===== config.mk =====
export PLATFORM = sky130hd
export DESIGN_NAME = gnr_attractor_ctrl
export DESIGN_NICKNAME = d
export VERILOG_FILES = /design/src/rtl/gnr_ctrl_pkg.sv /design/src/rtl/gnr_vec_eq.sv /design/src/rtl/gnr_attractor_ctrl.sv
export SDC_FILE = /design/constraint.sdc
export NUM_CORES = 1
export LEC_CHECK = 0
export CAP_MARGIN = 20
export CORE_AREA = 2 2 402 404
export DETAILED_ROUTE_END_ITERATION = 12
export DIE_AREA = 0 0 404 406
export GPL_TIMING_DRIVEN = 0
export MAX_ROUTING_LAYER = met4
export RECOVER_POWER = 50
export SLEW_MARGIN = 15
export SYNTH_ARGS = -nofsm -noshare
export SYNTH_HDL_FRONTEND = slang
export SYNTH_SLANG_ARGS = --single-unit

===== constraint.sdc =====
create_clock -name clk -period 2.4 [get_ports clk]
set_input_delay 0.36 -clock clk [delete_from_list [all_inputs] [get_ports clk]]
set_output_delay 0.36 -clock clk [all_outputs]
set_load 0.02 [all_outputs]

===== src/rtl/gnr_ctrl_pkg.sv =====
// Shared types and default sizes for the boolean-network attractor controller.
package gnr_ctrl_pkg;

    localparam int NUM_NODES_DEF = 188;
    localparam int CNT_W_DEF     = 16;
    localparam int ID_W_DEF      = 32;

    typedef enum logic [2:0] {
        IDLE,
        LOAD,
        RUN,
        PERIOD,
        DONE
    } state_t;

    // Result record at the default sizes, for host-side code that talks to a
    // default-configured controller.
    typedef struct packed {
        logic [ID_W_DEF-1:0]      id;
        logic [CNT_W_DEF-1:0]     steps;
        logic [CNT_W_DEF-1:0]     period;
        logic [NUM_NODES_DEF-1:0] state;
        logic                     timeout;
    } result_t;

endpackage


===== src/rtl/gnr_vec_eq.sv =====
// Wide equality reduction between two state vectors.
module gnr_vec_eq #(
    parameter int W = 188
) (
    input  logic [W-1:0] a,
    input  logic [W-1:0] b,
    output logic         eq
);

    // Equal when no bit position differs.
    always_comb begin
        eq = ~|(a ^ b);
    end

endmodule


===== src/rtl/gnr_attractor_ctrl.sv =====
// Tortoise/hare attractor sequencer for a bank of boolean-network node cells.
// RUN advances the slow copy (s0, halved inside the cells) and the fast copy
// (s1) until they meet; PERIOD freezes s0 and steps s1 until it comes back
// around, which gives the attractor length.
module gnr_attractor_ctrl
    import gnr_ctrl_pkg::*;
#(
    parameter int NUM_NODES = NUM_NODES_DEF,
    parameter int CNT_W     = CNT_W_DEF,
    parameter int MAX_STEPS = 65535,
    parameter int ID_W      = ID_W_DEF
) (
    input  logic                 clk,
    input  logic                 rst_n,
    input  logic                 in_valid,
    output logic                 in_ready,
    input  logic [NUM_NODES-1:0] in_state,
    input  logic [ID_W-1:0]      in_id,
    output logic                 reset_nos,
    output logic                 start_s0,
    output logic                 start_s1,
    output logic [NUM_NODES-1:0] init_state,
    input  logic [NUM_NODES-1:0] s0_vec,
    input  logic [NUM_NODES-1:0] s1_vec,
    output logic                 out_valid,
    input  logic                 out_ready,
    output logic [ID_W-1:0]      out_id,
    output logic [CNT_W-1:0]     out_steps,
    output logic [CNT_W-1:0]     out_period,
    output logic [NUM_NODES-1:0] out_state,
    output logic                 out_timeout
);

    localparam logic [CNT_W-1:0] MAX_CNT = CNT_W'(MAX_STEPS);

    typedef struct packed {
        logic [ID_W-1:0]      id;
        logic [CNT_W-1:0]     steps;
        logic [CNT_W-1:0]     period;
        logic [NUM_NODES-1:0] state;
        logic                 timeout;
    } job_result_t;

    state_t           state;
    job_result_t      res_q;
    logic [CNT_W-1:0] run_cnt;
    logic [CNT_W-1:0] per_cnt;

    logic vec_match;
    logic run_hit;
    logic run_limit;
    logic per_hit;
    logic per_limit;

    // One comparator serves both phases: s0 against s1 as seen this cycle.
    gnr_vec_eq #(
        .W (NUM_NODES)
    ) u_vec_eq (
        .a  (s0_vec),
        .b  (s1_vec),
        .eq (vec_match)
    );

    // Meeting/limit decisions; starts must drop in the very cycle a meeting
    // is seen, otherwise one extra step would already be applied to the cells.
    always_comb begin
        run_hit   = (state == RUN) && (run_cnt != '0) && !run_cnt[0] && vec_match;
        run_limit = (state == RUN) && (run_cnt == MAX_CNT);
        per_hit   = (state == PERIOD) && (per_cnt != '0) && vec_match;
        per_limit = (state == PERIOD) && (per_cnt == MAX_CNT);
        start_s0  = (state == RUN) && !run_hit && !run_limit;
        start_s1  = start_s0 || ((state == PERIOD) && !per_hit && !per_limit);
    end

    // Job sequencer: accept, load the cells, search for the meeting point,
    // measure the period, then hold the result until it is taken.
    always_ff @(posedge clk or negedge rst_n) begin
        if (!rst_n) begin
            state      <= IDLE;
            in_ready   <= 1'b1;
            reset_nos  <= 1'b0;
            out_valid  <= 1'b0;
            init_state <= '0;
            res_q      <= '0;
            run_cnt    <= '0;
            per_cnt    <= '0;
        end else begin
            case (state)
                IDLE: begin
                    if (in_valid && in_ready) begin
                        init_state <= in_state;
                        res_q      <= '0;
                        res_q.id   <= in_id;
                        in_ready   <= 1'b0;
                        reset_nos  <= 1'b1;
                        state      <= LOAD;
                    end
                end
                LOAD: begin
                    reset_nos <= 1'b0;
                    run_cnt   <= '0;
                    per_cnt   <= '0;
                    state     <= RUN;
                end
                RUN: begin
                    if (run_hit) begin
                        res_q.steps <= run_cnt >> 1;
                        res_q.state <= s0_vec;
                        state       <= PERIOD;
                    end else if (run_limit) begin
                        res_q.steps   <= run_cnt >> 1;
                        res_q.state   <= s0_vec;
                        res_q.period  <= '0;
                        res_q.timeout <= 1'b1;
                        out_valid     <= 1'b1;
                        state         <= DONE;
                    end else begin
                        run_cnt <= run_cnt + CNT_W'(1);
                    end
                end
                PERIOD: begin
                    if (per_hit) begin
                        res_q.period <= per_cnt;
                        out_valid    <= 1'b1;
                        state        <= DONE;
                    end else if (per_limit) begin
                        res_q.period  <= '0;
                        res_q.timeout <= 1'b1;
                        out_valid     <= 1'b1;
                        state         <= DONE;
                    end else begin
                        per_cnt <= per_cnt + CNT_W'(1);
                    end
                end
                DONE: begin
                    if (out_valid && out_ready) begin
                        out_valid <= 1'b0;
                        in_ready  <= 1'b1;
                        state     <= IDLE;
                    end
                end
                default: begin
                    state <= IDLE;
                end
            endcase
        end
    end

    // Result fields come straight from the held record.
    always_comb begin
        out_id      = res_q.id;
        out_steps   = res_q.steps;
        out_period  = res_q.period;
        out_state   = res_q.state;
        out_timeout = res_q.timeout;
    end

endmodule


==> results of run 1 <==
## state kept, by name, summed over array words and instances (netlist names)
register,count
in_ready,1
init_state,188
out_id,32
out_period,16
out_state,188
out_steps,15
out_timeout,1
out_valid,1
per_cnt,16
reset_nos,1
run_cnt,16
state,3
## metal layers
metal,wire (um),vias to the layer above
li1,-,9917
met1,59500,10800
met2,61200,781
met3,10100,128
met4,3010,0
met5,0,-
## logic make-up after synthesis
family | share of synthesized area
muxes | 0.0959
AOI/OAI and AO/OA | 0.0235
and+or+nand+nor | 0.199
adders and majority gates | 0.00226
other | 0.000169
xor gates and xnor gates | 0.0744
buffers and inverters | 0.0643
DFF | 0.540
## power groups by stage
stage / Clock (W) / Sequential (W) / Combinational (W)
2_1_floorplan: 0 / 0.00821 / 0.000370
3_3_place_gp: 0 / 0.00823 / 0.00189
3_5_place_dp: 0 / 0.00821 / 0.00192
4_1_cts: 0.0106 / 0.00806 / 0.00196
5_1_grt: 0.0110 / 0.00805 / 0.00210
6_report: 0.0103 / 0.00806 / 0.00197
## cells in the final DEF, fill, tap and decap left out, types with 13 or more instances in the layout
cell type          n
a21oi_1           16
dlygate4sd2_1     55
clkbuf_1          51
xnor2_2           24
buf_2             14
dlygate4sd3_1    285
nand3_1           15
inv_1            223
o31ai_4           13
or4_1             18
mux2i_1          208
nand2_1          903
clkbuf_2          49
clkbuf_8          14
buf_16            16
dfrtp_1          472
buf_4             23
buf_12            13
buf_6             28
xnor2_1          160
nand4_1           58
clkdlybuf4s50_1  654
clkbuf_16         83
dlymetal6s2s_1    43
## timing repair
action / 4_1_cts / 5_1_grt
endpoints found under the hold margin: 85 / 17
pin swaps: 60 / 94
cloned: 0 / 25
gates resized for setup: 226 / 308
setup buffers: 10 / 25
setup endpoints to repair: 481 / 415
hold buffers: 14 / 17
## critical path, cell delays in order
cell and delay, ps:
dlygate4sd2_1 270, xnor2_2 170, nand4_1 440, nor4_4 550, nand4_1 160, buf_6 170, or4_4 560, nand2_8 110
o21ai_4 90, buf_6 150
## through the flow
step	area, um^2	TNS [ps]	instances	total power [W]
after floorplan	22200	0	2362	0.00858
after global placement	35200	-	5492	0.0101
after detailed placement	35500	-996680	5504	0.0101
after CTS	38200	-133020	5639	0.0207
after global routing	39900	-316300	5707	0.0211
final	39900	-179480	5709	0.0203
## worst max-delay path by stage
| stage | to | cells past startpoint |
|---|---|---|
| floorplan | start_s1 | 8 |
| global placement | init_state[38] | 1 |
| detailed placement | start_s1 | 10 |
| CTS | start_s1 | 11 |
| global route | start_s1 | 10 |
| finish | start_s1 | 10 |
## layout make-up
type / instances / area share
flip-flops and latches: 478 / 0.300
repair buffers: 1145 / 0.295
multi-input cells: 1550 / 0.239
well taps: 2086 / 0.0653
clock buffers: 85 / 0.0440
plain buffers: 107 / 0.0237
inverters: 225 / 0.0213
clock inverters: 27 / 0.0116
diodes: 6 / 0.000376
==> flow_summary.ini, run 1 <==
[global_routing]
grt.busiest_layer = met2
grt_max_degree = 91
grt_use_total = 0.154
grtUsageMet3 = 0.0381
globalRouteOverflowTotal = 0
antenna_found_initial = 10
grt.met1_usage = 0.199
grt_pass1_wl_um = 172000
grtUsageMet2 = 0.242
grt_pass1_vias = 22000

[power_and_ir_drop]
intPower_w = 0.0154
p_sw_frac = 0.244
pwr-share-seq = 0.396
power_frac_clock = 0.507
p_leak_nw = 20.7
vdd_drop_max_v = 0.000602
pwr_density_cell_nw_per_um2 = 509
comb_power_share = 0.097
p_switching_w = 0.00496

[cts]
cts_made_buffers = 61
clk_pin_slew_worst_paths_ps = 60
htree_levels = 2
cts_max_path_buffers = 3
cts_tree = built
cts-root-buf = clkbuf_16
numClockSinks = 478
insertion_delay_ps = 680

[route]
drc = 0
wire_per_inst_um = 23.4
vias = 21600
drtPass1Iterations = 5
wl_um = 134000
antenna_left = 0
drt_iter0_markers = 1401
via_per_inst = 3.79

[synthesis]
yosysUniqueCellTypes = 50
syn_area_per_cell_um2 = 9.37
synth_top_area_cell = dfrtp_1
netlist.area_leader.share = 0.539
synth_seq_cells = 478
synth_cells = 2362
synth_edf_count = 0
ys.flop_type = dfrtp_1
synth.area.top_cells = dfrtp_1 (54%), nand2_1 (15%), mux2i_1 (9.5%)
synth_most_common_cell = nand2_1
synth_area_um2 = 22100
ys_warn_count = 0
syn_nets = 2966
synth-seq-area-share = 0.540
synth_commonest_cells = nand2_1 (904), dfrtp_1 (477), inv_1 (224), mux2i_1 (211), xnor2_1 (188)
synth-async-reset-ratio = 1.00

[timing]
slew_headroom = -0.223
fin_skew_ps = 22.7
grt_setup_unrepaired = true
timing.fmax_mhz = 293
finalSetupViolCount = 489
maxSlewViolCount = 73
fin_crit_ps = 3410
period_share = 1.42
final-hold-violation-count = 0
tightest_slew_ps = 1830
worst_slack_ps = -1010
whs_ps = 42.5

[hold_path]
hp-class = input port to flop
holdCritStartpoint = s0_vec[33]
min_to = out_state[33]
holdPathStages = 3

[setup_path]
setup.worst_path.start = s0_vec[95]
arrival_ps = 3050
r2r-start = run_cnt[1]
worstReg2RegEnd = out_state[164]
cp_max_fo = 3
r2r.worst_path.cells = 11
end_kind = output port
start_kind = input port
crit_required_ps = 2040
rrSetupSlack_ps = -330
crit_type = input port to output port

[run]
drv_cap = 1

[place]
gp_congestion = 0.949
detailedPlace.worstSlack_ps = -3620
place_hpwl_um = 103000
port_buffers = 1044

[status]
violations = capacitance limit, slew limit, setup timing
status = finished, violations left

[layout]
drive_gt1_frac = 0.105
multiInputGateArea_um2 = 9540
nNetsFinal = 4172
n_fill_cell = 17200
syn2layout_area_growth_pct = 80.4
final_util = 0.250
seq_area_um2 = 12000

[floorplan]
io_pins = 1046
core_um2 = 160000
start_util = 0.139
die_area_um2 = 164000
die_y_um = 406
die_x_um = 404
std_cell_rows = 147
No activity file was read; power rests on OpenSTA's default activity.
==> run 2: changes to the inputs <==
--- a/config.mk
+++ b/config.mk
@@ -5,10 +5,11 @@
 export SDC_FILE = /design/constraint.sdc
 export NUM_CORES = 1
 export LEC_CHECK = 0
+export ABC_AREA = 1
 export CAP_MARGIN = 20
-export CORE_AREA = 2 2 402 404
+export CORE_AREA = 5 5 400 402
 export DETAILED_ROUTE_END_ITERATION = 12
-export DIE_AREA = 0 0 404 406
+export DIE_AREA = 0 0 405 407
 export GPL_TIMING_DRIVEN = 0
 export MAX_ROUTING_LAYER = met4
 export RECOVER_POWER = 50
==> run 2 against run 1 <==
The flow finishes with violations (setup timing). Clock-buffer cell count decreased by 4. Via count up 15%. Critical endpoint is now start_s0. Sequential power about the same. Synthesized area is 3.1% higher. Critical path depth fell by 1. Sequential share of layout area down 0.34 points.
==> flow_summary.ini, run 2 <==
[status]
status = finished, violations left
violations = setup timing

[timing]
slew_headroom = 0.0810
setup_tns_ps = -8060
fin_skew_ps = 40.1
timing.fmax_mhz = 358
final-hold-violation-count = 0
finalSetupViolCount = 216
worst_slack_ps = -390
maxSlewViolCount = 0
fin_crit_ps = 2790
tightest_slew_ps = 1380
period_share = 1.16
grt_setup_unrepaired = true

[route]
vias = 24800
drt_iter0_markers = 1942
wire_per_inst_um = 25.3
via_per_inst = 4.00
wl_um = 157000
drc = 0
drtPass1Iterations = 6
antenna_left = 0

[global_routing]
grt.met1_usage = 0.205
grt_pass1_vias = 23700
globalRouteOverflowTotal = 0
grt_use_total = 0.183
antenna_found_initial = 77
grt_pass1_wl_um = 202000
grtUsageMet3 = 0.0450
grt.busiest_layer = met2
grt_max_degree = 98
grtUsageMet2 = 0.307

[synthesis]
synth_area_um2 = 22800
synth_commonest_cells = nand2_1 (1189), dfrtp_1 (477), nand3_1 (285), inv_1 (219), nor2_1 (120)
synth_most_common_cell = nand2_1
yosysUniqueCellTypes = 37
netlist.area_leader.share = 0.523
synth_top_area_cell = dfrtp_1
synth.area.top_cells = dfrtp_1 (52%), nand2_1 (20%), nand3_1 (6.2%)
synth_edf_count = 0
synth-async-reset-ratio = 1.00
synth_cells = 2836
synth-seq-area-share = 0.524
syn_nets = 3440
ys.flop_type = dfrtp_1
synth_seq_cells = 478
ys_warn_count = 0
syn_area_per_cell_um2 = 8.05

[setup_path]
rrSetupSlack_ps = -110
crit_required_ps = 2040
critPathSlowestCell = dfrtp_2
slowest_delay_ps = 410
setup.worst_path.start = run_cnt[11]
arrival_ps = 2430
end_kind = output port
r2r.worst_path.cells = 13
start_kind = flop
crit_type = flop to output port
cp_max_fo = 4
worstReg2RegEnd = out_steps[5]
crit_top_cell = inv_4
path_cells = inv_1, nor4_4, nand2_1, o21ai_4, inv_4, nand2_8, buf_12, inv_4, buf_8
r2r-start = run_cnt[11]

[layout]
syn2layout_area_growth_pct = 76.9
fin_area_um2 = 40400
n_fill_cell = 17000
nNetsFinal = 4654
layout_commonest_cell = nand2_1
final_cell_mix = nand2_1 (1159), clkdlybuf4s50_1 (774), dfrtp_1 (470)
drive_gt1_frac = 0.149
final_util = 0.260
final_cells = 6201

[cts]
cts_made_buffers = 60
cts_max_path_buffers = 3
cts-root-buf = clkbuf_16
cts_tree = built
insertion_delay_ps = 690
htree_levels = 2
numClockSinks = 478
clk_pin_slew_worst_paths_ps = 60

[place]
port_buffers = 1044
place_area_um2 = 36000
placed_cells = 5943
gp_congestion = 0.999
place_hpwl_um = 132000

[power_and_ir_drop]
vdd_drop_max_v = 0.000573
pwr_density_cell_nw_per_um2 = 488
power_w = 0.0197
p_leak_nw = 19.8

[run]
drv_cap = 0

[floorplan]
die_x_um = 405
io_pins = 1046
core_um2 = 156000
die_area_um2 = 165000
start_util = 0.147
std_cell_rows = 145
die_y_um = 407

[hold_path]
holdPathStages = 3
hp-class = input port to flop
min_to = out_state[66]
holdCritStartpoint = s0_vec[66]
[run 2: cell types whose count changed after synthesis, sizes merged, moves of 42 or more]
cell	before	now
nand3	17	325
nand4	58	16
xnor2	188	63
mux2i	211	0
o21ai	18	148
nand2	904	1193
nor2	12	124
[run 2: logic make-up after synthesis]
| family | Yosys count | synth area share |
|---|---|---|
| xor gates and xnor gates | 104 | 0.0399 |
| and+or+nand+nor | 1696 | 0.315 |
| adders and majority gates | 4 | 0.00219 |
| other | 1 | 0.000164 |
| DFF | 478 | 0.524 |
| buffers and inverters | 379 | 0.0724 |
| AOI/OAI and AO/OA | 174 | 0.0470 |
[run 2: report_power, final]
group / switching, W / internal (W) / leakage [nW]
registers: 0 / 0.00806 / 6.61
logic: 0.00100 / 0.00104 / 12.2
clock network: 0.00406 / 0.00556 / 1.00
[run 2: through the flow]
step / setup slack [ps] / hold slack (ps)
2_1_floorplan: 284 / 64.4
3_3_place_gp: -22000 / 454
3_5_place_dp: -3310 / 339
4_1_cts: -593 / 8.27
5_1_grt: -435 / 14.5
6_report: -390 / 25.6
[run 2: critical path: cells and delay by family, from the launching register on]
kind / cells / cell delay [ps]
simple gates: 3 / 570
buf+inv: 5 / 490
compound gates: 1 / 280
flops: 1 / 410
[run 2: worst max-delay path by stage]
| stage | end | cells after the start |
|---|---|---|
| after floorplan | start_s0 | 13 |
| after global placement | init_state[134] | 1 |
| after detailed placement | start_s0 | 15 |
| after CTS | start_s0 | 16 |
| after global routing | start_s0 | 9 |
| final | start_s0 | 9 |
[run 2: repair_timing]
item	in CTS	in global routing
hold buffers	3	29
endpoints found under the hold margin	60	29
gates resized for setup	423	330
gates cloned	2	17
setup buffers	31	31
pin swaps	74	88
endpoints found under the setup margin	483	320
[run 2: layout make-up]
cell class              instances  area [um^2]  share of cell area
well taps                    2058         2570              0.0637
flip-flops and latches        478        12000               0.296
inverters                     246          950              0.0235
repair buffers               1157        11800               0.293
clock inverters                29          374             0.00926
multi-input cells            1980         9870               0.244
clock buffers                  81         1680              0.0416
plain buffers                 127         1030              0.0256
diodes                         45          113             0.00279
[run 2: metal layers]
metal  up-vias  wire length, um  share of wire
li1      11400                -              -
met1     12000            58400           0.37
met2      1134            77000           0.49
met3       295            12300          0.079
met4         0             9100          0.058
met5         -                0              0
==> run 3: changes to the inputs <==
--- a/config.mk
+++ b/config.mk
@@ -7,13 +7,13 @@
 export LEC_CHECK = 0
 export ABC_AREA = 1
 export CAP_MARGIN = 20
-export CORE_AREA = 5 5 400 402
+export CORE_AREA = 5 5 406 408
 export DETAILED_ROUTE_END_ITERATION = 12
-export DIE_AREA = 0 0 405 407
-export GPL_TIMING_DRIVEN = 0
+export DIE_AREA = 0 0 411 413
 export MAX_ROUTING_LAYER = met4
 export RECOVER_POWER = 50
-export SLEW_MARGIN = 15
+export SLEW_MARGIN = 20
 export SYNTH_ARGS = -nofsm -noshare
 export SYNTH_HDL_FRONTEND = slang
+export SYNTH_HIERARCHICAL = 1
 export SYNTH_SLANG_ARGS = --single-unit
==> run 3 against run 2 <==
The flow finishes with violations (capacitance limit, slew limit, setup timing). Synthesized area shrank 5.2%. Routed wire length down 7.7%. Die area grew 3.0%. Sequential power increased by 3.2%. Combinational power is 33% higher.
==> flow_summary.ini, run 3 <==
[floorplan]
die_x_um = 411
die_y_um = 413
io_pins = 1046
start_util = 0.134
core_um2 = 161000
std_cell_rows = 148
die_area_um2 = 170000

[route]
wl_um = 145000
wire_per_inst_um = 23.4
via_per_inst = 3.71
antenna_left = 0
drc = 0
drt_iter0_markers = 1854
drtPass1Iterations = 5
vias = 22900

[run]
drv_cap = 1

[global_routing]
grt_max_degree = 63
grt_pass1_vias = 22800
globalRouteOverflowTotal = 0
antenna_found_initial = 88
grt_pass1_wl_um = 189000
grt_use_total = 0.164

[setup_path]
arrival_ps = 2370
crit_required_ps = 2040
crit_buf_inv = 3
end_kind = output port
critPathSlowestCell = xnor2_2
critPathTopFamily = simple AND/OR/NAND/NOR gates
cp_max_fo = 3
path_cells = dlygate4sd2_1, xnor2_2, nand4_1, nor2_2, nand2_4, nor2_4, nand2_4, nor2_4, inv_2, nor2_4, nand2_2, nand2_4, nand2_2, buf_6
slowest_delay_ps = 280
start_kind = input port
crit_type = input port to output port

[status]
status = finished, violations left
violations = capacitance limit, slew limit, setup timing

[timing]
fin_skew_ps = 40.2
final-hold-violation-count = 0
maxSlewViolCount = 43
finalSetupViolCount = 259
period_share = 1.14
timing.fmax_mhz = 367
grt_setup_unrepaired = true
fin_crit_ps = 2730
worst_slack_ps = -327
tightest_slew_ps = 1940
slew_headroom = -0.292
setup_tns_ps = -13540

[synthesis]
synth_commonest_cells = nand2_1 (1617), dfrtp_1 (477), xnor2_1 (161), nor2_1 (132), inv_1 (84)
yosysUniqueCellTypes = 33
synth_top_area_cell = dfrtp_1
synth_area_um2 = 21700
synth_cells = 2703
synth_most_common_cell = nand2_1
ys.flop_type = dfrtp_1
synth_seq_cells = 478
syn_nets = 3307
synth-seq-area-share = 0.552
synth.area.top_cells = dfrtp_1 (55%), nand2_1 (28%), xnor2_1 (6.5%)
synth-async-reset-ratio = 1.00
netlist.area_leader.share = 0.551
synth_edf_count = 0
syn_area_per_cell_um2 = 8.01
ys_warn_count = 6

[place]
detailedPlace.worstSlack_ps = -2060
port_buffers = 1044
place_hpwl_um = 121000
gp_congestion = 0.967

[cts]
clk_pin_slew_worst_paths_ps = 60
cts_made_buffers = 59
numClockSinks = 478
cts_tree = built
htree_levels = 2
cts_max_path_buffers = 3
cts-root-buf = clkbuf_16
insertion_delay_ps = 670

[hold_path]
hp-class = input port to flop

[power_and_ir_drop]
p_leak_nw = 18.9
pwr_density_cell_nw_per_um2 = 541
vdd_drop_max_v = 0.000585

[layout]
final_cell_mix = nand2_1 (1591), clkdlybuf4s50_1 (664), dfrtp_1 (475)
syn2layout_area_growth_pct = 79.5
nNetsFinal = 4533
final_util = 0.241
layout_commonest_cell = nand2_1
drive_gt1_frac = 0.127
run 3: area by class of cell:
class,instances,area (um^2)
fillers,17700,122000
repair buffers,1270,12300
flip-flops and latches,478,12000
multi-input cells,2031,9340
well taps,2175,2720
clock buffers,80,1690
clock inverters,28,462
inverters,89,334
diodes,38,95.1
run 3: metrics by stage:
stage / area (um^2) / hold WS, ps / power, W / std cells
final: 38900 / 16.1 / 0.0210 / 6189
after global placement: 36100 / 389 / 0.0113 / 6024
after CTS: 38400 / 4.66 / 0.0214 / 6135
after floorplan: 21700 / 64.4 / 0.00911 / 2703
after global routing: 38800 / 4.77 / 0.0218 / 6178
after detailed placement: 36100 / 385 / 0.0113 / 6024
run 3: cells by family (layout without fill, tap and decap cells):
kind of cell,after synthesis,count (layout),synth area share
buffers and inverters,195,1467,0.0417
AO/OA/AOI/OAI,15,15,0.00370
XOR/XNOR,182,182,0.0736
AND/OR/NAND/NOR,1828,1829,0.326
other,1,39,0.000173
adder cells (fa/ha/maj),4,4,0.00231
flip-flops,478,478,0.552
run 3: per-layer routing:
layer / wire length, um / global-route usage / part of all wire / vias up
li1: - / - / - / 10700
met1: 57600 / 0.190 / 0.40 / 11000
met2: 72200 / 0.284 / 0.50 / 943
met3: 10400 / 0.0402 / 0.072 / 258
met4: 4560 / 0.0418 / 0.031 / 0
met5: 0 / - / 0 / -
run 3: final timing paths:
kind / end / cells past startpoint / from / slack, ps
setup / recovery: start_s1 / 14 / s1_vec[69] / -330
hold / removal: out_state[141] / 3 / s0_vec[141] / 20
setup reg to reg: init_state[96] / 7 / in_ready / -150
hold reg to reg: out_state[99] / 2 / out_state[99] / 470
max in group asynchronous: init_state[65] / 3 / rst_n / 40
min in group asynchronous: out_state[41] / 2 / rst_n / 760
run 3: worst reg2reg max path, stage by stage (launching register included):
cell and delay (ps):
dfstp_1 570, nand2_1 90, nand3b_1 220, clkbuf_4 280, inv_2 700, buf_4 410, nand2_1 160, nand2_1 90
run 3: repair_timing:
action                                  4_1_cts  5_1_grt
hold endpoints to repair                     28        5
setup buffers                                 7        0
cloned                                        0       16
hold buffers                                  7        5
resized for setup                           589      146
pin swaps                                   180       98
endpoints found under the setup margin      261      237
run 3: power breakdown:
| group | internal (W) | total, W | leakage [nW] | switching [W] |
|---|---|---|---|---|
| clock network | 0.00600 | 0.00997 | 1.04 | 0.00396 |
| logic | 0.00138 | 0.00273 | 11.6 | 0.00135 |
| registers | 0.00822 | 0.00832 | 6.22 | 0.0000970 |
| total | 0.0156 | 0.0210 | 18.9 | 0.00541 |
